<file path="src/rtl/gal_downcounter.sv">
// rtl/gal_downcounter.sv - loadable down-counter with borrow pulse and one-shot/periodic reload
//
// Purpose:
//   Counts down from a loaded value and emits a one-cycle borrow pulse on the
//   terminal edge, where Q steps from 1 to the next value. In periodic mode the
//   count is refilled from a reload register on that edge. In one-shot mode the
//   count parks at zero.
//
// Ports:
//   i_clock    rising-edge clock for all state
//   i_reset    synchronous active-high reset, overrides every other input
//   i_load     copy i_d into the count and the reload register
//   i_clear    zero the count and stop; the reload register is kept
//   i_hold     freeze count and state for this edge
//   i_periodic 1 = auto-reload on terminal count, 0 = one-shot
//   i_d        load value
//   o_q        registered count
//   o_borrow   registered one-cycle terminal-count pulse
//   o_busy     registered, high while counting (RUN)

module gal_downcounter #(
  parameter int WIDTH = 4
) (
  input  logic             i_clock,
  input  logic             i_reset,
  input  logic             i_load,
  input  logic             i_clear,
  input  logic             i_hold,
  input  logic             i_periodic,
  input  logic [WIDTH-1:0] i_d,
  output logic [WIDTH-1:0] o_q,
  output logic             o_borrow,
  output logic             o_busy
);

  typedef enum logic {
    ST_IDLE = 1'b0,
    ST_RUN  = 1'b1
  } state_t;

  state_t           r_state;
  logic [WIDTH-1:0] r_q;
  logic [WIDTH-1:0] r_reload;
  logic             r_borrow;
  logic             r_busy;

  logic             w_q_is_one;
  logic             w_q_is_zero;
  logic             w_d_nonzero;
  logic [WIDTH-1:0] w_q_dec;

  assign w_q_is_one  = (r_q == WIDTH'(1));
  assign w_q_is_zero = (r_q == '0);
  assign w_d_nonzero = (i_d != '0);
  assign w_q_dec     = r_q - WIDTH'(1);

  // Busy is kept as its own flop, updated alongside the state, so the output
  // is a direct register rather than a decode of the state encoding.
  always_ff @(posedge i_clock) begin
    if (i_reset) begin
      r_state  <= ST_IDLE;
      r_q      <= '0;
      r_reload <= '0;
      r_borrow <= 1'b0;
      r_busy   <= 1'b0;
    end else if (i_load) begin
      r_q      <= i_d;
      r_reload <= i_d;
      r_borrow <= 1'b0;
      // Loading zero leaves nothing to count, so the counter stays idle.
      r_state  <= w_d_nonzero ? ST_RUN : ST_IDLE;
      r_busy   <= w_d_nonzero;
    end else if (i_clear) begin
      r_q      <= '0;
      r_state  <= ST_IDLE;
      r_busy   <= 1'b0;
      r_borrow <= 1'b0;
    end else if (i_hold) begin
      // A held terminal edge is deferred, not lost: Q stays at 1 and the
      // borrow fires on the next un-held edge.
      r_borrow <= 1'b0;
    end else begin
      case (r_state)
        ST_IDLE: begin
          r_borrow <= 1'b0;
        end
        ST_RUN: begin
          if (w_q_is_zero) begin
            // Unreachable in normal operation; recover to a clean idle.
            r_q      <= '0;
            r_state  <= ST_IDLE;
            r_busy   <= 1'b0;
            r_borrow <= 1'b0;
          end else if (w_q_is_one) begin
            r_borrow <= 1'b1;
            if (i_periodic) begin
              r_q <= r_reload;
            end else begin
              r_q     <= '0;
              r_state <= ST_IDLE;
              r_busy  <= 1'b0;
            end
          end else begin
            r_q      <= w_q_dec;
            r_borrow <= 1'b0;
          end
        end
        default: begin
          r_q      <= '0;
          r_state  <= ST_IDLE;
          r_busy   <= 1'b0;
          r_borrow <= 1'b0;
        end
      endcase
    end
  end

  assign o_q      = r_q;
  assign o_borrow = r_borrow;
  assign o_busy   = r_busy;

endmodule

</file>
<file path="config.mk">
export PLATFORM = sky130hd
export DESIGN_NAME = gal_downcounter
export DESIGN_NICKNAME = d
export VERILOG_FILES = /design/src/rtl/gal_downcounter.sv
export SDC_FILE = /design/constraint.sdc
export NUM_CORES = 1
export LEC_CHECK = 0
export CAP_MARGIN = 20
export CORE_MARGIN = 3
export CORE_UTILIZATION = 50
export CTS_BUF_LIST = sky130_fd_sc_hd__clkbuf_4 sky130_fd_sc_hd__clkbuf_8
export CTS_CLUSTER_SIZE = 16
export DETAILED_ROUTE_END_ITERATION = 7
export DONT_BUFFER_PORTS = 1
export PLACE_DENSITY_LB_ADDON = 0.05
export SYNTH_ARGS = -nofsm -noshare
export SYNTH_HDL_FRONTEND = slang
export SYNTH_SLANG_ARGS = --single-unit
</file>
<file path="constraint.sdc">
create_clock -name i_clock -period 4.18 [get_ports i_clock]
set_clock_uncertainty 0.05 [all_clocks]
set_input_delay 0.836 -clock i_clock [delete_from_list [all_inputs] [get_ports i_clock]]
set_output_delay 0.836 -clock i_clock [all_outputs]
set_load 0.01 [all_outputs]
</file>
==> results.txt <==
- The first global-routing pass estimated 2390 um of wire.
- At the end of routability-driven placement, the weighted congestion stood at 0.763.
- Power Total: 0.246 mW
- The die covers 0.00176 mm^2.
- Effective utilization at floorplan: 56.1%
- For this design the total switching power over the nets is 0.0694 mW.
- Of the cells placed in the final design, the portion with a size suffix greater than 1 is 16.0%.
- The routed layout has 540 vias.
- Final Max Tran Viols: 0
- The clock network is responsible for 32.6% of the overall power.
- Along the worst path, the maximum fanout reaches 7.
* Number of synthesis warnings: 0
* Grt total ovfl: 0
- Summed over all nets, the half-perimeter wirelength after detailed placement is 1050 um.
- Overall global routing resource usage: 17.8%
* Antenna fix cells: 0
- Die X-Extent: 42.0 um
* Total wirelength of the detailed-routed design: 1360 um
- Net count after synthesis: 87
* Transition time at the pin with the least slew margin: 0.483 ns
- Dominant register cell in the synthesized netlist: dfxtp_1
- Number of buffers between clock root and the deepest sink: 2
- Number of DRC violations after detailed routing: 0
* H-tree depth: 1
- Summed over all instances, the cell type with the most area after synthesis is dfxtp_1.
- After synthesis the netlist holds a flip-flop and latch count of 11.
- Port buffering added 0 buffers.
- Cell count after synthesis: 74
* CTS-repair resized insts: 0
- Final antenna-violating net count: 0
* Worst slew margin relative to its limit: 67.3%
- For this run, global-route usage on met1 was measured as 22.8%.
* Final setup viols: 0
- Share of power burned in registers: 49.8%
- The later pin in the worst-skew pair is clocked with a latency of 0.27 ns.
- Count of hold buffers inserted by post-cts repair: 0
- Main area contributors after synthesis: dfxtp_1 34%, a21oi_1 6.2%, ha_1 5.8%
* Run status: finished, final reports clean
* Cell internal power dissipation: 0.176 mW
- Setup crit start kind: flop
* Via count normalized by instance count: 6.07
- Clock transition at the register clock pins on the worst setup and hold paths after CTS: 0.08 ns
- Entering global routing, the biggest net connects 12 pins.
- Met3 demand-to-capacity share in global routing: 5.58%
- The share of total power dissipated in combinational logic is 17.5%.
- The number of hold-slack violations in the final timing report is 0.
- Share of synthesized area occupied by flip-flops and latches: 34.0%
* Global-route met2 utilization: 27.2%
* Setup repair after global routing missed its margin: false
- Number of CTS-inserted buffers: 3
* Post-Route Setup TNS: 0 ns
* Drt first-iter violations: 16
* Clock Tree Root: clkbuf_4
- Commonest cells in the synthesized netlist: 11 x dfxtp_1, 8 x a21oi_1, 8 x nand2_1
- Mean area per synthesized cell: 8.76 um^2
* Initial antenna violation count: 0
* Number of detailed-route iterations in the first pass: 3
* Ys async rst share: 0%
* Achievable clock frequency: 520 MHz
* Nets@finish: 89
- For this design the static power due to leakage is 0.238 nW.
* Core Box Area: 0.00116 mm^2
- The worst setup path is captured at a flop.
* Die Ht: 42.0 um
- Category of the critical setup timing path: flop to flop
- Power spread over the standard cell area amounts to 360 mW/mm^2.
- Clk sinks: 11
* Distinct cells, synth: 32
- Worst vdd rail ir drop: 0.253 mV
- Yosys mapped a number of flops with a built-in enable equal to 0.
- Switching portion of total power: 28.2%
* CTS tree: yes
- Post-synthesis cell area: 648 um^2
- Number of cell rows: 12
- The global routing stage identified its most utilized layer as met2.
- Once the clock tree was built, the setup fixing pass inserted 0 buffers.
- The tool flagged a number of max-cap violations equal to 0.
- Relative to the synthesized area, the layout overhead comes to 5.41%.
- 16 I/O pins were placed.
- Data arrival time at the worst-slack endpoint: 2.07 ns
- The routed design could run at a clock period as short as 1.92 ns.
- After detailed routing, the average wire length per cell comes to 15.3 um.
- For flop-to-flop paths, the worst setup slack is 2.26 ns.
- At the worst endpoint, the required time is 4.32 ns.
- The number of global-route vias before repair is 549.
- The share of synthesized area in the top cell type comes to 34.0%.
- Of the available clock period, the critical path in the final layout requires 46.0%.
- In the post-synthesis netlist, the cell with the most instances is dfxtp_1.
* Min-Delay Path Class: flop to flop
==> cell type report <==
| type | count | area [um^2] |
|---|---|---|
| Multi-Input combinational cell | 57 | 404 |
| Inverter | 3 | 11.3 |
| Fill cell | 105 | 473 |
| Tap cell | 14 | 17.5 |
| Sequential cell | 11 | 220 |
| Clock buffer | 4 | 30.0 |
==> critical path, stage by stage, from the launching register on <==
cell       delay (ns)
dfxtp_1          0.50
inv_1            0.11
ha_1             0.27
nor4b_1          0.35
nand2_1          0.15
a2bb2oi_1        0.18
a221oi_2         0.23
==> registers in the layout, summed over array words and instances (netlist names) <==
register  count
o_busy        1
r_state       1
o_q           4
o_borrow      1
r_reload      4
==> final timing paths <==
| path | depth (start not counted) | to | from |
|---|---|---|---|
| hold reg to reg | 2 | r_reload[3] | r_reload[3] |
| setup / recovery | 6 | o_q[1] | o_q[0] |
| setup reg to reg | 6 | o_q[1] | o_q[0] |
| hold / removal | 2 | r_reload[3] | r_reload[3] |
==> cells by family after synthesis <==
kind of cell,Yosys count,synth area share [%]
flip-flops,11,34.0
buffers and inverters,6,3.67
multiplexers,2,3.28
adder cells (fa/ha/maj),3,5.79
AO/OA/AOI/OAI,23,29.2
AND/OR/NAND/NOR,29,24.1
==> layer usage <==
metal | wire [um] | vias up
li1 | - | 270
met1 | 646 | 252
met2 | 616 | 14
met3 | 80 | 4
met4 | 19 | 0
met5 | 0 | -
==> placed cells by master, fill, tap and decap left out <==
master,synthesis,layout
a2bb2oi_1,1,1
nand2_1,8,8
or2_2,1,1
nor4b_1,2,2
or4b_1,1,1
nor2_1,6,6
o211ai_2,1,1
mux2_2,1,1
nand2b_1,5,5
o21a_1,1,1
nand3b_1,1,1
a21oi_1,8,8
a311oi_1,2,2
nor3_1,1,1
a311oi_2,1,1
dfxtp_1,11,11
inv_1,3,3
o21ai_0,2,2
o21ai_1,2,2
mux2i_1,1,1
a2111oi_4,1,1
o211ai_1,1,1
ha_1,3,3
nor2_2,1,1
clkbuf_4,0,4
o31a_2,1,1
nor2b_1,1,1
or4_1,1,1
and3_1,1,1
a21boi_0,1,1
a221oi_2,1,1
==> per-stage QoR <==
stage	hold slack [ns]	cells	cell area, um^2	utilization (%)	worst slack, ns
final	0.424	89	683	59.1	2.26
after CTS	0.424	89	683	59.1	2.24
after global placement	0.402	85	653	56.5	2.19
after floorplan	0.396	74	648	-	2.39
after global routing	0.454	89	683	59.1	2.05
after detailed placement	0.412	85	653	56.5	2.18
==> power by group through the flow <==
stage	clock network [mW]	registers, mW	logic [mW]
after floorplan	0	0.121	0.0413
after global placement	0	0.125	0.0432
after detailed placement	0	0.125	0.0427
after CTS	0.0834	0.122	0.0430
after global routing	0.0870	0.124	0.0494
final	0.0801	0.122	0.0431
Power figures use the tool's default switching activity.
